## src/rtl/tinymips_clk_pkg.sv

```systemverilog
`default_nettype none
// ============================================================================
// Module   : tinymips_clk_pkg
// Brief    : Shared types and phase encoding for the four-phase clock
//            generator and its run/step controller.
// Revision : 1.0 - initial release
// ============================================================================
package tinymips_clk_pkg;

  // Controller states
  typedef enum logic [1:0] {
    IDLE  = 2'd0,
    RUN   = 2'd1,
    STEP  = 2'd2,
    DRAIN = 2'd3
  } state_t;

  // Generator phase code {phase0, phase1}; HOME is the only stop point
  localparam logic [1:0] PH_HOME = 2'b00;
  localparam logic [1:0] PH_A    = 2'b10;
  localparam logic [1:0] PH_B    = 2'b11;
  localparam logic [1:0] PH_C    = 2'b01;

  // Phase the generator moves to on an unpaused edge
  function automatic logic [1:0] next_phase(input logic [1:0] ph);
    logic [1:0] nxt;
    case (ph)
      PH_HOME: nxt = PH_A;
      PH_A:    nxt = PH_B;
      PH_B:    nxt = PH_C;
      default: nxt = PH_HOME;
    endcase
    return nxt;
  endfunction

endpackage
`default_nettype wire

```

## src/rtl/phase_seq_checker.sv

```systemverilog
`default_nettype none
// ============================================================================
// Module   : phase_seq_checker
// Brief    : Watches the generator phase outputs against the pause it was
//            given and raises a sticky error on any illegal pattern:
//            broken complements, movement while paused, or out-of-order
//            advance while running.
// Revision : 1.0 - initial release
// ============================================================================
module phase_seq_checker
  import tinymips_clk_pkg::*;
(
  input  logic clk_in,
  input  logic rst,
  input  logic phase0,
  input  logic phase1,
  input  logic phase2,
  input  logic phase3,
  input  logic pause,
  output logic phase_error
);

  logic [1:0] w_ph;
  logic       w_compl_bad;
  logic       w_seq_bad;
  logic [1:0] r_prev_ph;
  logic       r_prev_pause;
  logic       r_error;

  assign w_ph        = {phase0, phase1};
  assign w_compl_bad = (phase2 != ~phase0) | (phase3 != ~phase1);
  // The phase seen now was produced by the generator using last edge's pause
  assign w_seq_bad   = r_prev_pause ? (w_ph != r_prev_ph)
                                    : (w_ph != next_phase(r_prev_ph));

  // History of phase and pause, plus the sticky error flag
  always_ff @(posedge clk_in or posedge rst) begin
    if (rst) begin
      r_prev_ph    <= PH_HOME;
      r_prev_pause <= 1'b1;
      r_error      <= 1'b0;
    end else begin
      r_prev_ph    <= w_ph;
      r_prev_pause <= pause;
      if (w_compl_bad || w_seq_bad) begin
        r_error <= 1'b1;
      end
    end
  end

  assign phase_error = r_error;

endmodule
`default_nettype wire

```

## src/rtl/phase_step_controller.sv

```systemverilog
`default_nettype none
// ============================================================================
// Module   : phase_step_controller
// Brief    : Run / single-step / multi-step controller for the four-phase
//            clock generator. Stops the generator only at the home phase,
//            counts completed instruction cycles and flags phase errors.
//            Optional breakpoint input enabled by PHASE_STEP_BREAKPOINT_EN.
// Revision : 1.0 - initial release
// ============================================================================
module phase_step_controller
  import tinymips_clk_pkg::*;
#(
  parameter int CYCLE_CNT_W = 32,
  parameter int STEP_N_W    = 8
) (
  input  logic                   clk_in,
  input  logic                   rst,
  input  logic                   phase0,
  input  logic                   phase1,
  input  logic                   phase2,
  input  logic                   phase3,
  input  logic                   run_req,
  input  logic                   step_req,
  input  logic [STEP_N_W-1:0]    step_n,
  input  logic                   halt_req,
`ifdef PHASE_STEP_BREAKPOINT_EN
  input  logic                   bp_hit,
  output logic                   bp_stop,
`endif
  output logic                   pause,
  output logic                   busy,
  output logic                   cycle_done,
  output logic [CYCLE_CNT_W-1:0] cycle_count,
  output logic                   phase_error
);

  state_t                 r_state;
  state_t                 w_state_nxt;
  logic                   r_pause;
  logic [STEP_N_W-1:0]    r_remaining;
  logic [STEP_N_W-1:0]    w_remaining_nxt;
  logic                   r_cycle_done;
  logic [CYCLE_CNT_W-1:0] r_cycle_count;
  logic                   w_boundary;
  logic                   w_halt;
  logic                   w_bp_halt;

  // The generator wraps 01 -> 00 on this edge, completing one cycle
  assign w_boundary = ~r_pause & ({phase0, phase1} == PH_C);

`ifdef PHASE_STEP_BREAKPOINT_EN
  assign w_bp_halt = bp_hit & ((r_state == RUN) | (r_state == STEP));
`else
  assign w_bp_halt = 1'b0;
`endif
  assign w_halt = halt_req | w_bp_halt;

  // Next-state and step-count decode; halt beats run beats step
  always_comb begin
    w_state_nxt     = r_state;
    w_remaining_nxt = r_remaining;
    case (r_state)
      IDLE: begin
        if (halt_req) begin
          w_state_nxt = IDLE;
        end else if (run_req) begin
          w_state_nxt = RUN;
        end else if (step_req) begin
          w_state_nxt     = STEP;
          w_remaining_nxt = (step_n == '0) ? STEP_N_W'(1) : step_n;
        end
      end
      RUN: begin
        if (w_halt) begin
          w_state_nxt = w_boundary ? IDLE : DRAIN;
        end
      end
      STEP: begin
        if (w_halt) begin
          w_state_nxt = w_boundary ? IDLE : DRAIN;
        end else if (run_req) begin
          w_state_nxt     = RUN;
          w_remaining_nxt = '0;
        end else if (w_boundary) begin
          if (r_remaining <= STEP_N_W'(1)) begin
            w_state_nxt = IDLE;
          end else begin
            w_remaining_nxt = r_remaining - STEP_N_W'(1);
          end
        end
      end
      DRAIN: begin
        if (w_boundary) begin
          w_state_nxt = IDLE;
        end
      end
      default: w_state_nxt = IDLE;
    endcase
    if (w_state_nxt == IDLE) begin
      w_remaining_nxt = '0;
    end
  end

  // State register; pause is re-registered so the generator sees a clean flop
  always_ff @(posedge clk_in or posedge rst) begin
    if (rst) begin
      r_state     <= IDLE;
      r_pause     <= 1'b1;
      r_remaining <= '0;
    end else begin
      r_state     <= w_state_nxt;
      r_pause     <= (w_state_nxt == IDLE);
      r_remaining <= w_remaining_nxt;
    end
  end

  // Completed-cycle counter and one-clock completion strobe
  always_ff @(posedge clk_in or posedge rst) begin
    if (rst) begin
      r_cycle_count <= '0;
      r_cycle_done  <= 1'b0;
    end else begin
      r_cycle_done <= w_boundary;
      if (w_boundary) begin
        r_cycle_count <= r_cycle_count + CYCLE_CNT_W'(1);
      end
    end
  end

`ifdef PHASE_STEP_BREAKPOINT_EN
  logic r_bp_cause;
  logic r_bp_stop;

  // Remember a breakpoint-initiated halt and report it once stopped
  always_ff @(posedge clk_in or posedge rst) begin
    if (rst) begin
      r_bp_cause <= 1'b0;
      r_bp_stop  <= 1'b0;
    end else begin
      if (r_state == IDLE) begin
        r_bp_cause <= 1'b0;
        if (run_req || step_req) begin
          r_bp_stop <= 1'b0;
        end
      end else if (w_state_nxt == IDLE) begin
        r_bp_stop  <= r_bp_cause | w_bp_halt;
        r_bp_cause <= 1'b0;
      end else if (w_bp_halt) begin
        r_bp_cause <= 1'b1;
      end
    end
  end

  assign bp_stop = r_bp_stop;
`endif

  phase_seq_checker u_checker (
    .clk_in      (clk_in),
    .rst         (rst),
    .phase0      (phase0),
    .phase1      (phase1),
    .phase2      (phase2),
    .phase3      (phase3),
    .pause       (r_pause),
    .phase_error (phase_error)
  );

  assign pause       = r_pause;
  assign busy        = (r_state != IDLE);
  assign cycle_done  = r_cycle_done;
  assign cycle_count = r_cycle_count;

endmodule
`default_nettype wire

```

## config.mk

```make
export PLATFORM = sky130hd
export DESIGN_NAME = phase_step_controller
export DESIGN_NICKNAME = d
export VERILOG_FILES = /design/src/rtl/tinymips_clk_pkg.sv /design/src/rtl/phase_seq_checker.sv /design/src/rtl/phase_step_controller.sv
export SDC_FILE = /design/constraint.sdc
export NUM_CORES = 1
export LEC_CHECK = 0
export ABC_AREA = 1
export CAP_MARGIN = 40
export CORE_MARGIN = 1.5
export CORE_UTILIZATION = 53
export DETAILED_ROUTE_END_ITERATION = 12
export PLACE_DENSITY = 0.9
export RECOVER_POWER = 50
export SLEW_MARGIN = 15
export SYNTH_ARGS = -nofsm -noshare
export SYNTH_HDL_FRONTEND = slang
export SYNTH_SLANG_ARGS = --single-unit
```

## constraint.sdc

```tcl
create_clock -name clk_in -period 2 [get_ports clk_in]
set_input_delay 0.4 -clock clk_in [delete_from_list [all_inputs] [get_ports clk_in]]
set_output_delay 0.4 -clock clk_in [all_outputs]
set_load 0.02 [all_outputs]
```

==> flow_summary.json, run 1 <==
{
  "status": "finished clean",
  "drv_cap": 0,
  "cts_buffers": 5,
  "path_max_fanout": 3,
  "tightest_slew_ps": 631,
  "rsz0062_at_grt": "no",
  "relSlewSlack_pct": 57.9,
  "layout_setup_ws_ps": 75.3,
  "overflow": 0,
  "grt_pass1_wl_mm": 11.9,
  "hp-start": "pause$_DFF_PP1_",
  "hold_end": "u_checker.r_prev_pause$_DFF_PP1_",
  "nNetsFinal": 493,
  "wl_met2_mm": 3.64,
  "diodes": 0,
  "fin_area_mm2": 0.00378,
  "die_area_mm2": 0.00604,
  "slowest_delay_ps": 620,
  "synth.lib_cells_used.distinct": 31,
  "drive_gt1_share_pct": 11.0,
  "r2r-end": "r_remaining[0]$_DFFE_PP0P_",
  "ys_warn_count": 0,
  "rows": 27,
  "path_cells": "clkdlybuf4s50_1",
  "num_vias": 2798,
  "r2r-start": "r_remaining[0]$_DFFE_PP0P_",
  "finalWirelength_mm": 7.19,
  "path_class": "reg -> out",
  "top_layer_used": "met4",
  "vias_per_cell": 5.12,
  "fp.coreArea_mm2": 0.00544,
  "syn-instance-count": 399,
  "grt_pass1_vias": 2754,
  "initial_utilization_pct": 54.4,
  "track_usage_pct": 24.4,
  "ys_seq_area_share_pct": 40.7,
  "cts_hold_buf": 0,
  "grt_max_degree": 35,
  "cts-root-buf": "clkbuf_8",
  "initialDrtViolationCount": 131,
  "reg2reg_slack_ps": 130,
  "area_growth_pct": 27.6,
  "mostFrequentLayoutCell": "nand2_1",
  "skew_ps": 9.04,
  "gp_congestion": 0.897,
  "totalNegativeSetupSlack_ps": 0,
  "leakagePower_nw": 1.83,
  "layout_min_cycle_time_ps": 1920,
  "crit_family": "buffers and inverters",
  "pre_cts_ws_ps": -17.3,
  "timing.hold.ws_ps": 417,
  "start_kind": "flip-flop",
  "cp_num_buf_inv": 1,
  "end_kind": "output port",
  "antenna_left": 0,
  "cts_buffer_depth": 2,
  "hpwlAfterDp_mm": 5.36,
  "r2r_cells": 11,
  "finalMaxSlewViolations": 0,
  "powerDensity_mw_per_mm2": 896,
  "cp.required_ps": 1600,
  "netlist_area_mm2": 0.00296,
  "cp.depth": 1,
  "first_pass_iters": 5,
  "avgSynthCellArea_um2": 7.42,
  "synth_nets": 419,
  "route.layer.met1.wl_mm": 3.07,
  "htree_levels": 2,
  "mostFrequentLayoutCells": "nand2_1 (128), inv_1 (57), nor2_1 (54), clkdlybuf4s50_1 (49), dfrtp_1 (44)",
  "fmax_ghz": 0.520,
  "cts_tree": "done",
  "wl_per_cell_um": 13.2,
  "die_y_um": 77.7,
  "final_util_pct": 69.5,
  "holdPathStages": 0,
  "cp_slowest_cell": "clkdlybuf4s50_1",
  "dr_wl_met3_um": 392,
  "path_clk_slew_ps": 90,
  "cts_sinks": 48,
  "fillerInstances": 440,
  "hold_viol_final": 0,
  "antenna_found_initial": 0,
  "die_w_um": 77.7,
  "arrival_ps": 1520,
  "insertion_delay_ps": 300,
  "hold_path.class": "reg -> reg",
  "vdd_drop_max_v": 0.000576,
  "period_share_pct": 96.2,
  "setup_viol": 0,
  "postPlaceCellArea_mm2": 0.00368,
  "portBuffers": 52,
  "ys_ff_latch": 48,
  "io_pins": 53,
  "drc_errors": 0
}
state kept, by name, summed over array words and instances, names as in the netlist:
signal,flops
r_remaining,8
cycle_count,32
pause,1
u_checker.r_prev_ph,2
r_state,2
cycle_done,1
u_checker.phase_error,1
u_checker.r_prev_pause,1
routing by layer:
layer,GRT usage [%],vias up
met5,0,-
met4,8.73,0
met3,4.12,9
met2,41.7,99
met1,30.9,1320
li1,-,1370
kinds of logic (layout without fill, tap and decap cells):
kind of cell             count (synthesis)  in the layout  synth area share (%)
AO/OA/AOI/OAI                           17             17                  3.51
buffers and inverters                   61            135                  8.45
adder cells (fa/ha/maj)                  3              3                  1.27
multiplexers                             1              1                 0.338
XOR/XNOR                                28             28                  8.28
AND/OR/NAND/NOR                        241            242                  37.5
flip-flops                              48             48                  40.7
worst max-delay path by stage:
stage / from / endpoint / slack (ps)
floorplan: cycle_count[0]$_DFFE_PP0P_ / cycle_count[24]$_DFFE_PP0P_ / 340
global placement: phase0 / cycle_count[25]$_DFFE_PP0P_ / -10
detailed placement: phase0 / r_remaining[7]$_DFFE_PP0P_ / -20
CTS: r_state[0]$_DFF_PP0_ / busy / 30
global route: r_remaining[0]$_DFFE_PP0P_ / r_remaining[0]$_DFFE_PP0P_ / 20
finish: pause$_DFF_PP1_ / pause / 80
layout make-up:
type	instances	area, µm²	share of cell area (%)
Clock buffer	6	82.6	2.19
Clock inverter	2	13.8	0.364
Inverter	60	230	6.09
Multi-Input combinational cell	291	1520	40.2
Sequential cell	48	1210	31.9
Tap cell	72	90.1	2.38
Timing Repair Buffer	67	638	16.9
Yosys cell counts, drive strengths merged:
master  number  area, µm²
ha           3       37.5
a31oi        1       6.26
dfrtp       46       1150
a32oi        1       8.76
mux2i        1       10.0
nand3       23        120
nor2        63        302
nand3b       5       37.5
dfstp        2       52.6
o21ai       11       55.1
nor3         5       51.3
xnor2       12        105
nand2      136        543
nand4        9       56.3
a21oi        2       21.3
inv         60        230
xor2        16        140
buf          1       20.0
o22ai        2       12.5
what timing repair did:
item	4_1_cts	5_1_grt
resized for setup	0	5
setup buffers	0	0
endpoints found under the setup margin	0	9
power by group:
group / internal [mW] / total (mW) / switching [mW]
sequential: 1.15 / 1.33 / 0.189
combinational: 0.561 / 1.44 / 0.883
clock: 0.283 / 0.607 / 0.325
per-stage QoR:
step / power [mW] / instances
floorplan: 2.27 / 399
global placement: 2.66 / 537
detailed placement: 2.73 / 537
CTS: 3.34 / 545
global route: 3.60 / 546
finish: 3.39 / 546
Note: power is estimated with default switching activity, not from simulation.
==> run 2: changes to the inputs <==
CTS_CLUSTER_DIAMETER = 60   (was default)
==> results of run 2 <==
No change in the layout: final DEF, timing and power equal those of run 1.
==> run 3: changes to the inputs <==
CORE_MARGIN = default   (was 1.5)
clock period = 1.9 ns   (was 2 ns; I/O delays follow)
==> run 3 against run 2 <==
Global-route usage up 2.1 points. Final area grew 0.86%. Power up 5.8%. Wire length is 1.9% higher. First-iteration DRC count stayed put. Highest routed layer unchanged.
==> flow_summary.json, run 3 (same netlist as run 1, synthesis figures left out) <==
{
  "end_kind": "output port",
  "cts_buffers": 5,
  "vias_per_cell": 5.06,
  "hold_end": "u_checker.r_prev_pause$_DFF_PP1_",
  "period_share_pct": 95.0,
  "arrival_ps": 1420,
  "place_inst": 538,
  "fmax_ghz": 0.554,
  "cts_tree": "done",
  "grt_max_degree": 49,
  "initialDrtViolationCount": 131,
  "grt_pass1_wl_mm": 12.4,
  "path_max_fanout": 6,
  "diodes": 0,
  "cp_num_buf_inv": 1,
  "grt_pass1_vias": 2809,
  "area_growth_pct": 28.7,
  "cts-root-buf": "clkbuf_8",
  "reg2reg_slack_ps": 110,
  "rsz0062_at_grt": "no",
  "path_class": "reg -> out",
  "setup_viol": 0,
  "rows": 26,
  "r2r-end": "pause$_DFF_PP1_",
  "power_mw": 3.58,
  "postPlaceCellArea_mm2": 0.00370,
  "hpwlAfterDp_mm": 5.49,
  "antenna_found_initial": 0,
  "fin_cells": 551,
  "cts_buffer_depth": 2,
  "num_vias": 2787,
  "mostFrequentLayoutCells": "nand2_1 (128), inv_1 (54), clkdlybuf4s50_1 (50), nor2_1 (48), dfrtp_1 (45)",
  "hold_path.class": "reg -> reg",
  "fp.coreArea_mm2": 0.00524,
  "mostFrequentLayoutCell": "nand2_1",
  "relSlewSlack_pct": 21.3,
  "insertion_delay_ps": 310,
  "die_w_um": 76.7,
  "layout_min_cycle_time_ps": 1800,
  "r2r-start": "r_remaining[0]$_DFFE_PP0P_",
  "overflow": 0,
  "portBuffers": 52,
  "antenna_left": 0,
  "final_util_pct": 72.8,
  "die_area_mm2": 0.00589,
  "finalMaxSlewViolations": 0,
  "start_kind": "flip-flop",
  "gp_congestion": 0.892,
  "track_usage_pct": 26.5,
  "wl_per_cell_um": 13.3,
  "cp_slowest_cell": "clkdlybuf4s50_1",
  "crit_family": "buffers and inverters",
  "status": "finished clean",
  "cts_sinks": 48,
  "cp.depth": 1,
  "vdd_drop_max_v": 0.000629,
  "nNetsFinal": 500,
  "path_clk_slew_ps": 90,
  "drc_errors": 0,
  "cp.required_ps": 1520,
  "leakagePower_nw": 1.86,
  "finalWirelength_mm": 7.32,
  "hold_viol_final": 0,
  "skew_ps": 12.2,
  "path_cells": "clkdlybuf4s50_1",
  "die_y_um": 76.7,
  "largest_reg_flops": 32,
  "fin_area_mm2": 0.00381,
  "powerDensity_mw_per_mm2": 940,
  "slowest_delay_ps": 650,
  "first_pass_iters": 4,
  "io_pins": 53,
  "r2r_cells": 12,
  "drive_gt1_share_pct": 13.5,
  "hp-start": "pause$_DFF_PP1_",
  "initial_utilization_pct": 56.5,
  "holdPathStages": 0,
  "drv_cap": 0,
  "tightest_slew_ps": 1180,
  "htree_levels": 2
}
run 3: worst max path at each step:
| stage | start | endpoint | slack [ps] |
|---|---|---|---|
| floorplan | cycle_count[0]$_DFFE_PP0P_ | cycle_count[24]$_DFFE_PP0P_ | 240 |
| global placement | phase1 | r_remaining[7]$_DFFE_PP0P_ | -60 |
| detailed placement | phase0 | r_remaining[2]$_DFFE_PP0P_ | -150 |
| CTS | r_state[0]$_DFF_PP0_ | busy | 20 |
| global route | r_remaining[0]$_DFFE_PP0P_ | r_remaining[3]$_DFFE_PP0P_ | 6 |
| finish | cycle_count[25]$_DFFE_PP0P_ | cycle_count[25] | 100 |
run 3: area by class of cell:
| type | instances | area [µm²] |
|---|---|---|
| repair buffers | 75 | 692 |
| clock buffers | 6 | 72.6 |
| well taps | 70 | 87.6 |
| flip-flops and latches | 48 | 1200 |
| multi-input cells | 290 | 1510 |
| clock inverters | 2 | 12.5 |
| inverters | 60 | 230 |
| fillers | 425 | 1430 |
run 3: repair_timing:
action / CTS / global route
buffers inserted: 0 / 5
gates resized for setup: 2 / 14
pin swaps: 0 / 1
hold buffers: 0 / 0
cloned: 0 / 0
endpoints found under the setup margin: 2 / 13
run 3: through the flow:
| step | hold slack (ps) | setup TNS (ps) | worst slack [ps] |
|---|---|---|---|
| finish | 460 | 0 | 95.5 |
| global route | 475 | 0 | 6.04 |
| CTS | 414 | 0 | 19.9 |
| detailed placement | 403 | -1530 | -150 |
| global placement | 400 | -473 | -63.9 |
| floorplan | 411 | 0 | 240 |
run 3: layer usage:
layer	global-route usage (%)	part of all wire (%)
met4	10.4	2.4
met5	0	0
met2	47.1	50
met3	3.93	4.6
met1	32.1	43
run 3: report_power, final:
part	leakage (nW)	switching (mW)	total, mW	internal, mW
Combinational	1.21	0.926	1.58	0.652
Sequential	0.610	0.210	1.41	1.20
Clock	0.0412	0.337	0.595	0.258
==> patch 1 (flow settings as in run 1) <==
The parameter `CYCLE_CNT_W` goes from 32 to 16.
--- a/src/rtl/phase_step_controller.sv
+++ b/src/rtl/phase_step_controller.sv
@@ -11,5 +11,5 @@
   import tinymips_clk_pkg::*;
 #(
-  parameter int CYCLE_CNT_W = 32,
+  parameter int CYCLE_CNT_W = 16,
   parameter int STEP_N_W    = 8
 ) (
Interface: changed (resized cycle_count); port bits go from 53 to 37. No check against the original RTL was run, so the function may have changed too.
==> patch 1 against run 1 <==
  * Wire length decreased by 39%
  * Power is 18% lower
  * Area after synthesis shrank 37%
  * Clock power is 34% lower
  * Sequential cell count is 16 lower
  * Setup slack got worse by 0.052 ns
  * Cell area shrank 36%
  * Via count down 37%
  * Largest cell class unchanged
==> patch 1: results (changes against run 1) <==
- Avg Synthesized Cell Area: 7.58 um2 (was 7.42 um2)
- Worst ir drop on vdd: 716 uV (was 576 uV)
- Final WL: 4.39 mm (was 7.19 mm)
- GRT met2 Usage: 44.5% (was 41.7%)
- Root Buffer: clkbuf_4 (was clkbuf_8)
- First-pass GRT wire length: 7.50 mm (was 11.9 mm)
- Post-route insts no fill: 347 (was 546)
- Status: complete, no violations (unchanged)
- Wire length on met1: 1.80 mm (was 3.07 mm)
- Vias in the first global route: 1,701 (was 2,754)
- Crit path DAT: 1.58 ns (was 1.52 ns)
- Leakage power: 1.23 nW (was 1.83 nW)
- DR iter-0 viols: 115 (was 131)
- Yosys cell types: 24 (was 31)
- Met3 Use GR: 5.59% (was 4.12%)
- DR WL met3: 174 um (was 392 um)
- GR Util All Layers: 24.5% (was 24.4%)
- Pre-CTS setup slack: -0.0326 ns (was -0.0173 ns)
- Placed insts: 338 (was 537)
- Clk_skew: 0.0236 ns (was 0.00904 ns)
- Largest net degree at the start of global routing: 24 (was 35)
- Hpwl dp: 3.44 mm (was 5.36 mm)
- Slowest stage delay, CP: 0.59 ns (was 0.62 ns)
- Port bufs: 36 (was 52)
- R2R setup slack: 0.20 ns (was 0.13 ns)
- Vias: 1,756 (was 2,798)
- Met1 global-route usage: 28.1% (was 30.9%)
- Ranking of synthesized cells by area: dfrtp_1, nand2_1, inv_1 (unchanged)
- Hold Slack: 0.394 ns (was 0.417 ns)
- R2R depth: 12 (was 11)
- DP Area: 2380 um2 (was 3680 um2)
- Register area share after synthesis: 42.7% (was 40.7%)
- Slew @ Worst Pin: 0.555 ns (was 0.631 ns)
- GPL Wtd Cong: 1.01 (was 0.897)
- Internal power: 1.56 mW (was 1.99 mW)
- RR Endpoint: r_remaining[5] (was r_remaining[0])
- Share of cells above drive strength 1: 9.63% (was 11.0%)
[patch 1: worst max-delay path by stage]
| stage | from | endpoint | slack, ns | depth (start not counted) |
|---|---|---|---|---|
| 6_report | r_state[0] | busy | 0.02 | 3 |
| 5_1_grt | r_state[0] | busy | -0.02 | 3 |
| 4_1_cts | pause | pause | 0.05 | 1 |
| 3_5_place_dp | phase0 | r_remaining[4] | -0.03 | 11 |
| 3_3_place_gp | phase0 | r_remaining[7] | 0.06 | 11 |
| 2_1_floorplan | r_remaining[0] | r_remaining[0] | 0.38 | 11 |
[patch 1: logic make-up (layout without fill, tap and decap cells)]
family | count (synthesis) | in the layout | share of synthesized area (%)
and+or+nand+nor | 136 | 136 | 33.4
buffers and inverters | 43 | 96 | 8.59
DFF | 32 | 32 | 42.7
xor gates and xnor gates | 19 | 19 | 8.85
AOI/OAI and AO/OA | 15 | 15 | 4.46
adders and majority gates | 3 | 3 | 2.00
[patch 1: cell type report]
type | count | area [um2]
clock buffers | 7 | 55.1
repair buffers | 45 | 430
flip-flops and latches | 32 | 803
inverters | 43 | 161
clock inverters | 1 | 7.51
multi-input cells | 173 | 912
fillers | 271 | 936
well taps | 46 | 57.6
[patch 1: power groups by stage]
| stage | clock (mW) | combinational, mW | sequential (mW) |
|---|---|---|---|
| after floorplan | 0 | 0.816 | 1.07 |
| after global placement | 0 | 1.30 | 1.00 |
| after detailed placement | 0 | 1.35 | 1.02 |
| after CTS | 0.403 | 1.36 | 1.01 |
| after global routing | 0.434 | 1.52 | 1.03 |
| final | 0.399 | 1.37 | 1.01 |
==> patch 2 (flow settings as in run 1) <==
Without the edit above. Re-encode `state_t` (4 states) as Gray code, 2 bits wide.
--- a/src/rtl/tinymips_clk_pkg.sv
+++ b/src/rtl/tinymips_clk_pkg.sv
@@ -10,8 +10,8 @@
   // Controller states
   typedef enum logic [1:0] {
-    IDLE  = 2'd0,
-    RUN   = 2'd1,
-    STEP  = 2'd2,
-    DRAIN = 2'd3
+    IDLE  = 2'b00,
+    RUN   = 2'b01,
+    STEP  = 2'b11,
+    DRAIN = 2'b10
   } state_t;
 
Function: no difference found for any inputs over 10 cycles, from zero or initial values and one cycle with rst high; not proved beyond that.
==> patch 2 against run 1 <==
  * Cell area down 3.3%
  * Synthesized cell count up 0.75%
  * First-iteration DRC count up 21%
  * Clock power down 3%
  * Hold slack worse by 0.0090 ns
  * Sequential cell count unchanged
  * Non-clock buffer count down 11
  * Register-to-register slack better by 0.11 ns
  * Power down 3.2%
  * Global-route usage down 0.67 points
  * Area after synthesis about the same
  * Wire length down 8.6%
  * Setup slack better by 0.031 ns
  * Critical path depth unchanged
  * Highest routed layer unchanged
==> patch 2: results (changes against run 1) <==
- Status: complete, no violations (unchanged)
- GPL Wtd Cong: 0.900 (was 0.897)
- Vias in the first global route: 2,624 (was 2,754)
- Pre-CTS setup slack: 0.0384 ns (was -0.0173 ns)
- Crit path DAT: 1.49 ns (was 1.52 ns)
- Share of cells above drive strength 1: 7.78% (was 11.0%)
- Seq area share: 32.9% (was 31.9%)
- Post-synth top cells: nand2_1, nor2_1, dfrtp_1 (was nand2_1, inv_1, nor2_1)
- First-pass GRT wire length: 11.5 mm (was 11.9 mm)
- NonClk Buf Share: 14.8% (was 16.9%)
- WL per Instance: 12.3 um (was 13.2 um)
- Synth Area in Adders: 1.27% (about the same)
- Placed insts: 527 (was 537)
- Syn nets: 422 (was 419)
- Xor/xnor cell area share of the yosys netlist: 8.25% (was 8.28%)
- Non-Clock Buffer Count: 56 (was 67)
- Clock-cell share: 2.47% (was 2.55%)
- Vias: 2,714 (was 2,798)
- Internal power: 1.96 mW (was 1.99 mW)
- Leakage power: 1.75 nW (was 1.83 nW)
- Hpwl dp: 5.22 mm (was 5.36 mm)
- GR Util All Layers: 23.7% (was 24.4%)
- Met1 global-route usage: 27.8% (was 30.9%)
- Register area share after synthesis: 40.7% (about the same)
- DP Area: 3580 um2 (was 3680 um2)
- Clk_skew: 0.00760 ns (was 0.00904 ns)
- Final WL: 6.57 mm (was 7.19 mm)
- Slew @ Worst Pin: 0.786 ns (was 0.631 ns)
- Syn Inst Count: 402 (was 399)
- Reg power frac: 40.3% (was 39.4%)
- Largest net degree at the start of global routing: 37 (was 35)
- Met3 Use GR: 3.88% (was 4.12%)
- Post-synthesis compound-gate area fraction: 2.96% (was 3.51%)
patch 2: metal layers:
metal	wire (um)	up-vias
li1	-	1360
met4	127	0
met2	3480	75
met1	2740	1262
met3	223	17
met5	0	-
patch 2: final timing paths:
kind,from,end,slack (ns),cells after the start
worst max register to register,r_remaining[0],r_remaining[2],0.24,11
worst max-delay path,pause,pause,0.11,1
worst min-delay path,pause,u_checker.r_prev_pause,0.41,0
worst min register to register,pause,u_checker.r_prev_pause,0.41,0
min in group asynchronous,rst,cycle_count[26],0.54,2
max in group asynchronous,rst,u_checker.phase_error,0.33,3
patch 2: what timing repair did:
action | CTS | global route
gates resized for setup | 0 | 2
endpoints found under the setup margin | 0 | 5
setup buffers | 0 | 0
patch 2: cells by family after synthesis:
| family | Yosys count |
|---|---|
| AO/OA/AOI/OAI | 17 |
| XOR/XNOR | 27 |
| adder cells (fa/ha/maj) | 3 |
| buffers and inverters | 51 |
| flip-flops | 48 |
| AND/OR/NAND/NOR | 256 |
